$ cat src/rtl/conv_window_scheduler.sv
// Walks (filter, output row, output column) in raster order, issues one window request per
// output pixel to the shared convolution unit and writes the in-order results to the output buffer.
module conv_window_scheduler #(
    parameter int DATA_WIDTH = 16,
    parameter int D          = 1,
    parameter int H          = 4,
    parameter int W          = 4,
    parameter int F          = 2,
    parameter int K          = 1,
    parameter int MAX_OUT    = 2,
    localparam int OH        = H - F + 1,
    localparam int OW        = W - F + 1,
    localparam int N         = K * OH * OW,
    localparam int KW        = (K  > 1) ? $clog2(K)  : 1,
    localparam int RW        = (OH > 1) ? $clog2(OH) : 1,
    localparam int CW        = (OW > 1) ? $clog2(OW) : 1,
    localparam int AW        = (N  > 1) ? $clog2(N)  : 1
) (
    input  logic                  clk,
    input  logic                  reset,
    input  logic                  start,
    output logic                  busy,
    output logic                  done,
    output logic                  err,
    output logic                  req_valid,
    input  logic                  req_ready,
    output logic [KW-1:0]         req_k,
    output logic [RW-1:0]         req_row,
    output logic [CW-1:0]         req_col,
    input  logic                  res_valid,
    input  logic [DATA_WIDTH-1:0] res_data,
    output logic                  wr_en,
    output logic [AW-1:0]         wr_addr,
    output logic [DATA_WIDTH-1:0] wr_data
);

    // state  | meaning
    // IDLE   | waiting for start
    // ISSUE  | issuing window requests, bounded by MAX_OUT in flight
    // DRAIN  | all requests issued, collecting remaining results
    // FINISH | one-cycle done pulse
    typedef enum logic [1:0] {IDLE, ISSUE, DRAIN, FINISH} state_t;

    localparam int OCW = $clog2(MAX_OUT + 1);

    // D is carried as layer metadata only; it takes no part in sequencing.
    if (D < 1 || F > H || F > W || K < 1 || MAX_OUT < 1) begin : g_param_check
        $error("conv_window_scheduler: illegal parameter set");
    end

    state_t                  state_q, state_d;
    logic [KW-1:0]           k_q, k_d;
    logic [RW-1:0]           row_q, row_d;
    logic [CW-1:0]           col_q, col_d;
    logic [OCW-1:0]          outst_q, outst_d;
    logic [AW-1:0]           wcnt_q, wcnt_d;
    logic                    err_q, err_d;
    logic                    wr_en_q, wr_en_d;
    logic [AW-1:0]           wr_addr_q, wr_addr_d;
    logic [DATA_WIDTH-1:0]   wr_data_q, wr_data_d;

    logic req_fire;
    logic res_acc;
    logic last_pos;

    always_comb begin
        state_d   = state_q;
        k_d       = k_q;
        row_d     = row_q;
        col_d     = col_q;
        outst_d   = outst_q;
        wcnt_d    = wcnt_q;
        err_d     = err_q;
        wr_en_d   = 1'b0;
        wr_addr_d = wr_addr_q;
        wr_data_d = wr_data_q;

        req_valid = (state_q == ISSUE) && (outst_q < OCW'(MAX_OUT));
        req_fire  = req_valid && req_ready;
        res_acc   = res_valid && (outst_q != '0);
        last_pos  = (k_q == KW'(K - 1)) && (row_q == RW'(OH - 1)) && (col_q == CW'(OW - 1));

        if (res_acc) begin
            wr_en_d   = 1'b1;
            wr_addr_d = wcnt_q;
            wr_data_d = res_data;
            wcnt_d    = wcnt_q + AW'(1);
        end

        if (req_fire && !res_acc) begin
            outst_d = outst_q + OCW'(1);
        end else if (!req_fire && res_acc) begin
            outst_d = outst_q - OCW'(1);
        end

        // Counters return to zero after the last position so the fields idle at 0.
        if (req_fire) begin
            if (col_q == CW'(OW - 1)) begin
                col_d = '0;
                if (row_q == RW'(OH - 1)) begin
                    row_d = '0;
                    k_d   = last_pos ? '0 : k_q + KW'(1);
                end else begin
                    row_d = row_q + RW'(1);
                end
            end else begin
                col_d = col_q + CW'(1);
            end
        end

        if (state_q == IDLE && start) begin
            err_d = 1'b0;
        end
        if (res_valid && outst_q == '0) begin
            err_d = 1'b1;
        end

        case (state_q)
            IDLE: begin
                if (start) begin
                    state_d = ISSUE;
                    k_d     = '0;
                    row_d   = '0;
                    col_d   = '0;
                    outst_d = '0;
                    wcnt_d  = '0;
                end
            end
            ISSUE: begin
                if (req_fire && last_pos) begin
                    state_d = DRAIN;
                end
            end
            DRAIN: begin
                if (res_acc && wcnt_q == AW'(N - 1)) begin
                    state_d = FINISH;
                end
            end
            FINISH: begin
                state_d = IDLE;
            end
            default: begin
                state_d = IDLE;
            end
        endcase
    end

    always_ff @(posedge clk) begin
        if (reset) begin
            state_q   <= IDLE;
            k_q       <= '0;
            row_q     <= '0;
            col_q     <= '0;
            outst_q   <= '0;
            wcnt_q    <= '0;
            err_q     <= 1'b0;
            wr_en_q   <= 1'b0;
            wr_addr_q <= '0;
            wr_data_q <= '0;
        end else begin
            state_q   <= state_d;
            k_q       <= k_d;
            row_q     <= row_d;
            col_q     <= col_d;
            outst_q   <= outst_d;
            wcnt_q    <= wcnt_d;
            err_q     <= err_d;
            wr_en_q   <= wr_en_d;
            wr_addr_q <= wr_addr_d;
            wr_data_q <= wr_data_d;
        end
    end

    assign busy    = (state_q != IDLE);
    assign done    = (state_q == FINISH);
    assign err     = err_q;
    assign req_k   = k_q;
    assign req_row = row_q;
    assign req_col = col_q;
    assign wr_en   = wr_en_q;
    assign wr_addr = wr_addr_q;
    assign wr_data = wr_data_q;

endmodule

$ cat config.mk
export PLATFORM = sky130hd
export DESIGN_NAME = conv_window_scheduler
export DESIGN_NICKNAME = d
export VERILOG_FILES = /design/src/rtl/conv_window_scheduler.sv
export SDC_FILE = /design/constraint.sdc
export NUM_CORES = 1
export LEC_CHECK = 0
export ABC_AREA = 0
export BUFFER_PORTS_ARGS = -buffer_cell sky130_fd_sc_hd__buf_2
export CAP_MARGIN = 20
export CORE_MARGIN = 5
export CORE_UTILIZATION = 52
export CTS_BUF_LIST = sky130_fd_sc_hd__clkbuf_16
export DETAILED_ROUTE_END_ITERATION = 12
export PLACE_DENSITY = 0.83
export SLEW_MARGIN = 20
export SYNTH_ARGS = -nofsm -noshare
export SYNTH_HDL_FRONTEND = slang
export SYNTH_SLANG_ARGS = --single-unit
$ cat constraint.sdc
create_clock -name clk -period 4.4 [get_ports clk]
set_input_delay 0.22 -clock clk [delete_from_list [all_inputs] [get_ports clk]]
set_output_delay 0.22 -clock clk [all_outputs]
set_load 0.02 [all_outputs]
# Word-level counts from Yosys, hierarchy flattened
# Index checks and enable logic that the tools add are counted.
word_totals:
  regBits: 35
  output_inout_bits: 30
  elab_cells: 75
classes:
  n_addsub: 6
  magnitude_cmp: 1
  n_eq_ne: 9
  muxes: 29
  bitwise_logic: 1
  n_reduce_logical: 19
ops:
  columns: ["operator", "n"]
  rows:
  - ["two-way mux 2 bit", 16]
  - ["two-way mux 4 bit", 3]
  - ["logical AND 1 bit", 11]
  - ["two-way mux 1 bit", 9]
  - ["equality test 2 bit (second input constant)", 4]
  - ["one-hot mux 2 bit (4 select lines)", 1]
  - ["adder 2 x 1 -> 2 bit (second input constant)", 3]
  - ["nonzero test 2 bit", 3]
  - ["adder 4 x 1 -> 4 bit (second input constant)", 1]
  - ["equality test 4 bit (second input constant)", 1]
  - ["zero test 2 bit", 2]
  - ["!= test 2 bit (second input constant)", 2]
  - ["AND reduction 3 bit", 1]
  - ["equality test 2 x 1 -> 1 bit (second input constant)", 1]
  - ["zero test 1 bit", 2]
  - ["less-than comparator 2 bit (second input constant)", 1]
  - ["!= test 2 x 1 -> 1 bit (second input constant)", 1]
  - ["subtractor 2 x 1 -> 2 bit (second input constant)", 1]
  - ["adder 1 bit (second input constant)", 1]
  - ["NOT 1 bit", 1]

# Depth between registers and ports, before layout
logic_depth:
  depth_word: 9
  ltp_mapped: 7
  mapped_depth_nobuf: 6

# Worst setup path before layout
# Ideal clock, no wire load.
synth_path:
  kind: "flip-flop to flip-flop"
  start: "register state_q[1]"
  end: "register state_q[0]"
  setup_ps: 87
  arrival_time_ps: 1719
  required_ps: 4313
  path_slack_ps: 2594
  stages_incl_launch_ff: 7
  cell_sequence: "dfxtp_1 -> inv_1 -> ha_1 -> nand3b_4 -> o41a_1 -> or4_1 -> o31ai_1"
synth_between:
  elab_chain_len: 6
  word_cells_on_any_way: 12
  classes_between: "eq/ne: 6; mux: 1; reduce/logical: 5"
synth_rtl:
  columns: ["element", "line_no", "source"]
  rows:
  - ["from (decl)", "51", "state_t state_q, state_d;"]
  - ["from (signal assigned)", "161", "state_q <= state_d;"]
  - ["equality test 2 x 1 -> 1 bit", "78, 118", null]
  - ["logical AND 1 bit", "78", "req_valid = (state_q == ISSUE) && (outst_q < OCW'(MAX_OUT));"]
  - ["logical AND 1 bit", "79", "req_fire = req_valid && req_ready;"]
  - ["logical AND 1 bit", "130", "if (req_fire && last_pos) begin"]
  - ["!= test 2 x 1 -> 1 bit (no line)", null, null]
  - ["AND reduction 3 bit (no line)", null, null]
# Several ways; a longest one is shown, not always the timed one.
# A chain may end at the register's enable or synchronous reset.

# Final worst setup path
layout_path:
  start: "register outst_q[1]"
  end: "register state_q[0]"
layout_between:
  elab_chain_len: 6
  word_cells_on_any_way: 10
  classes_between: "order compare: 1; eq/ne: 2; reduce/logical: 7"
layout_rtl:
  columns: ["element", "line_no", "source"]
  rows:
  - ["from (decl)", "55", "logic [OCW-1:0] outst_q, outst_d;"]
  - ["from (signal assigned)", "165", "outst_q <= outst_d;"]
  - ["less-than comparator 2 bit", "78", null]
  - ["logical AND 1 bit", "78", null]
  - ["logical AND 1 bit", "79", null]
  - ["logical AND 1 bit", "130", null]
  - ["!= test 2 x 1 -> 1 bit (no line)", null, null]
  - ["AND reduction 3 bit (no line) *", null, null]
# Mark *: on every way between the ends. The rest lies on a longest branch, timed or not.

==> flow_summary.yaml <==
global_route:
  grt_max_degree: 28
  grt.overflow.total: 0
  antenna_found_initial: 0
  first_global_vias: 1231
  track_usage_pct: 16.7
  grt_pass1_wl_um: 5370
clock_network:
  cts_resized: 0
  clockRootBuffer: "clkbuf_16"
  clockBufferDepth: 2
  cts_tree: "yes"
  numCtsBuffers: 5
  cts_sinks: 35
  post_cts_buffers: 0
  cts_hold_buffers: 0
  insertion_delay_ns: 0.28
  h-tree-depth: 2
  clk_pin_slew_worst_paths_ns: 0.05
routing:
  drc: 0
  dr_wl_met2_um: 1500
  ant_nets: 0
  drtIter0Drc: 54
  routedWlPerCell_um: 12.3
  wirelength_um: 3130
  wl_met1_um: 1320
  vias_per_cell: 5.08
  dr.pass1.iters: 4
  num_vias: 1295
  top_layer: "met4"
  wl_met3_um: 234
flow_run:
  maxCapViolCount: 0
placed_design:
  numPortBuffers: 50
  hpwl_um: 2170
  gp_congestion: 0.766
  placed_cells: 247
  pre_cts_slack_ns: 2.09
floorplan:
  row_count: 19
  die_x_um: 62.6
  io_pins: 51
  die_h_um: 62.6
  coreArea_sq_mm: 0.00271
  die_area_sq_mm: 0.00392
  start_util_pct: 53.0
worst_setup_path:
  cp.arrival_ns: 2.49
  crit_type: "reg -> reg"
  critPathLaunchType: "register"
  crit_fanout: 27
  cp-end-kind: "register"
  cp.required_ns: 4.59
sta:
  worst_pin_slew_ns: 0.992
  timing.final.ws_setup_ns: 2.09
  finalSetupViolCount: 0
  slew_headroom_pct: 33.6
  hold_viol_final: 0
  slew_violations: 0
  hold_ws_ns: 0.176
  layout_min_cycle_time_ns: 2.31
  grt_setup_unrepaired: "no"
  period_share_pct: 52.4
  fmax_mhz: 434
  skew_ns: 0.00576
  fin_setup_tns_ns: 0
final_layout:
  antenna_cells: 0
  area_delta_synth_final_pct: 31.6
  fin_cells: 255
  final_common_cell: "nand2_1"
  layout.nets: 252
  most-common-layout-cells: "nand2_1, buf_2, dfxtp_1"
  layout-drive-gt1-share_pct: 26.8
logic_synthesis:
  ys_ff_latch: 35
  yosysWarnings: 0
  ys_seq_area_share_pct: 48.7
  synth.cell_area_sq_mm: 0.00144
  syn_inst: 173
  yosys.cell_types.count: 25
  syn_nets: 202
  syn_area_per_cell_sq_um: 8.31
power:
  intPower_uw: 761
  p_leak_nw: 0.843
  powerDensity_mw_per_mm2: 560
  p_comb_share_pct: 23.5
  p_seq_share_pct: 34.6
  switching_power_uw: 298
  vdd_drop_max_mv: 0.455
  swShare_pct: 28.1
  power.share.clock_pct: 41.9
  total_power_mw: 1.06
hold_path:
  hold_class: "in -> reg"
run_status:
  status: "complete, no violations"
power groups by stage:
stage | combinational [mW] | sequential, mW | clock [mW]
after floorplan | 0.162 | 0.392 | 0
after global placement | 0.244 | 0.373 | 0
after detailed placement | 0.248 | 0.373 | 0
after CTS | 0.251 | 0.367 | 0.452
after global routing | 0.277 | 0.372 | 0.466
final | 0.249 | 0.367 | 0.444
final timing paths:
kind                                         startpoint                       to  slack, ns  depth (start not counted)
worst min register to register  wr_data[3]$_SDFFE_PP0P_  wr_data[3]$_SDFFE_PP0P_       0.45                          2
worst max register to register    outst_q[1]$_SDFF_PP0_  state_q[0]$_SDFFE_PP0P_       2.09                          6
worst max-delay path              outst_q[1]$_SDFF_PP0_  state_q[0]$_SDFFE_PP0P_       2.09                          6
worst min-delay path                        res_data[2]  wr_data[2]$_SDFFE_PP0P_       0.18                          3
cell usage after synthesis:
| cell type | n | area share, % |
|---|---|---|
| nor2b_1 | 2 | 0.87 |
| o31ai_1 | 1 | 0.52 |
| inv_1 | 10 | 2.6 |
| a32o_1 | 1 | 0.70 |
| dfxtp_1 | 35 | 49 |
| a21oi_1 | 26 | 9.1 |
| o21ai_0 | 1 | 0.35 |
| o41a_1 | 1 | 0.78 |
| nand2_1 | 51 | 13 |
| a31oi_1 | 2 | 0.87 |
| nand3b_4 | 1 | 1.4 |
| o22ai_1 | 1 | 0.44 |
| o311a_1 | 1 | 0.70 |
| xnor2_1 | 4 | 2.4 |
| nand4_1 | 1 | 0.44 |
| or2_2 | 1 | 0.44 |
| a221oi_1 | 1 | 0.61 |
| nor2_1 | 8 | 2.1 |
| ha_1 | 8 | 7.0 |
| clkbuf_1 | 7 | 1.8 |
| mux2i_1 | 2 | 1.4 |
| nor3_1 | 3 | 1.0 |
| or4_1 | 1 | 0.52 |
| nand2b_1 | 3 | 1.3 |
| xor2_1 | 1 | 0.61 |
metal layers:
layer  vias up  global-route usage [%]
met1       580                    18.6
li1        665                       -
met5         -                       0
met2        41                    26.6
met3         9                    7.91
met4         0                    8.22
worst max-delay path: stages (launching register included):
cell and delay (ns):
dfxtp_1 0.35, inv_1 0.06, ha_1 0.21, nor2b_2 0.78
o22ai_1 0.18, or4_1 0.57, o31ai_1 0.08
sequential cells by signal (all words and copies together), names as in the netlist:
name / cells
state_q: 2
err: 1
wcnt_q: 4
req_row: 2
wr_en: 1
wr_data: 16
wr_addr: 4
outst_q: 2
req_col: 2
req_k: 1
cell type report:
cell class | instances | area [sq um]
clock inverter | 3 | 63.8
fill | 236 | 818
tap | 31 | 38.8
inverter | 10 | 37.5
multi-input combinational | 121 | 676
sequential | 35 | 701
clock buffer | 5 | 125
timing repair buffer | 50 | 250
stage by stage:
step           instance area (sq um)  utilization (%)
3_5_place_dp                    1700             62.8
4_1_cts                         1890             69.8
3_3_place_gp                    1700             62.8
2_1_floorplan                   1440                -
5_1_grt                         1890             69.8
6_report                        1890             69.8
kinds of logic after synthesis:
logic type	Yosys count	synth area share, %
adder cells (fa/ha/maj)	8	6.96
flip-flops	35	48.7
AO/OA/AOI/OAI	35	14.0
multiplexers	2	1.39
AND/OR/NAND/NOR	71	21.4
buffers and inverters	17	4.44
XOR/XNOR	5	3.05
No activity file was read; power rests on OpenSTA's default activity.
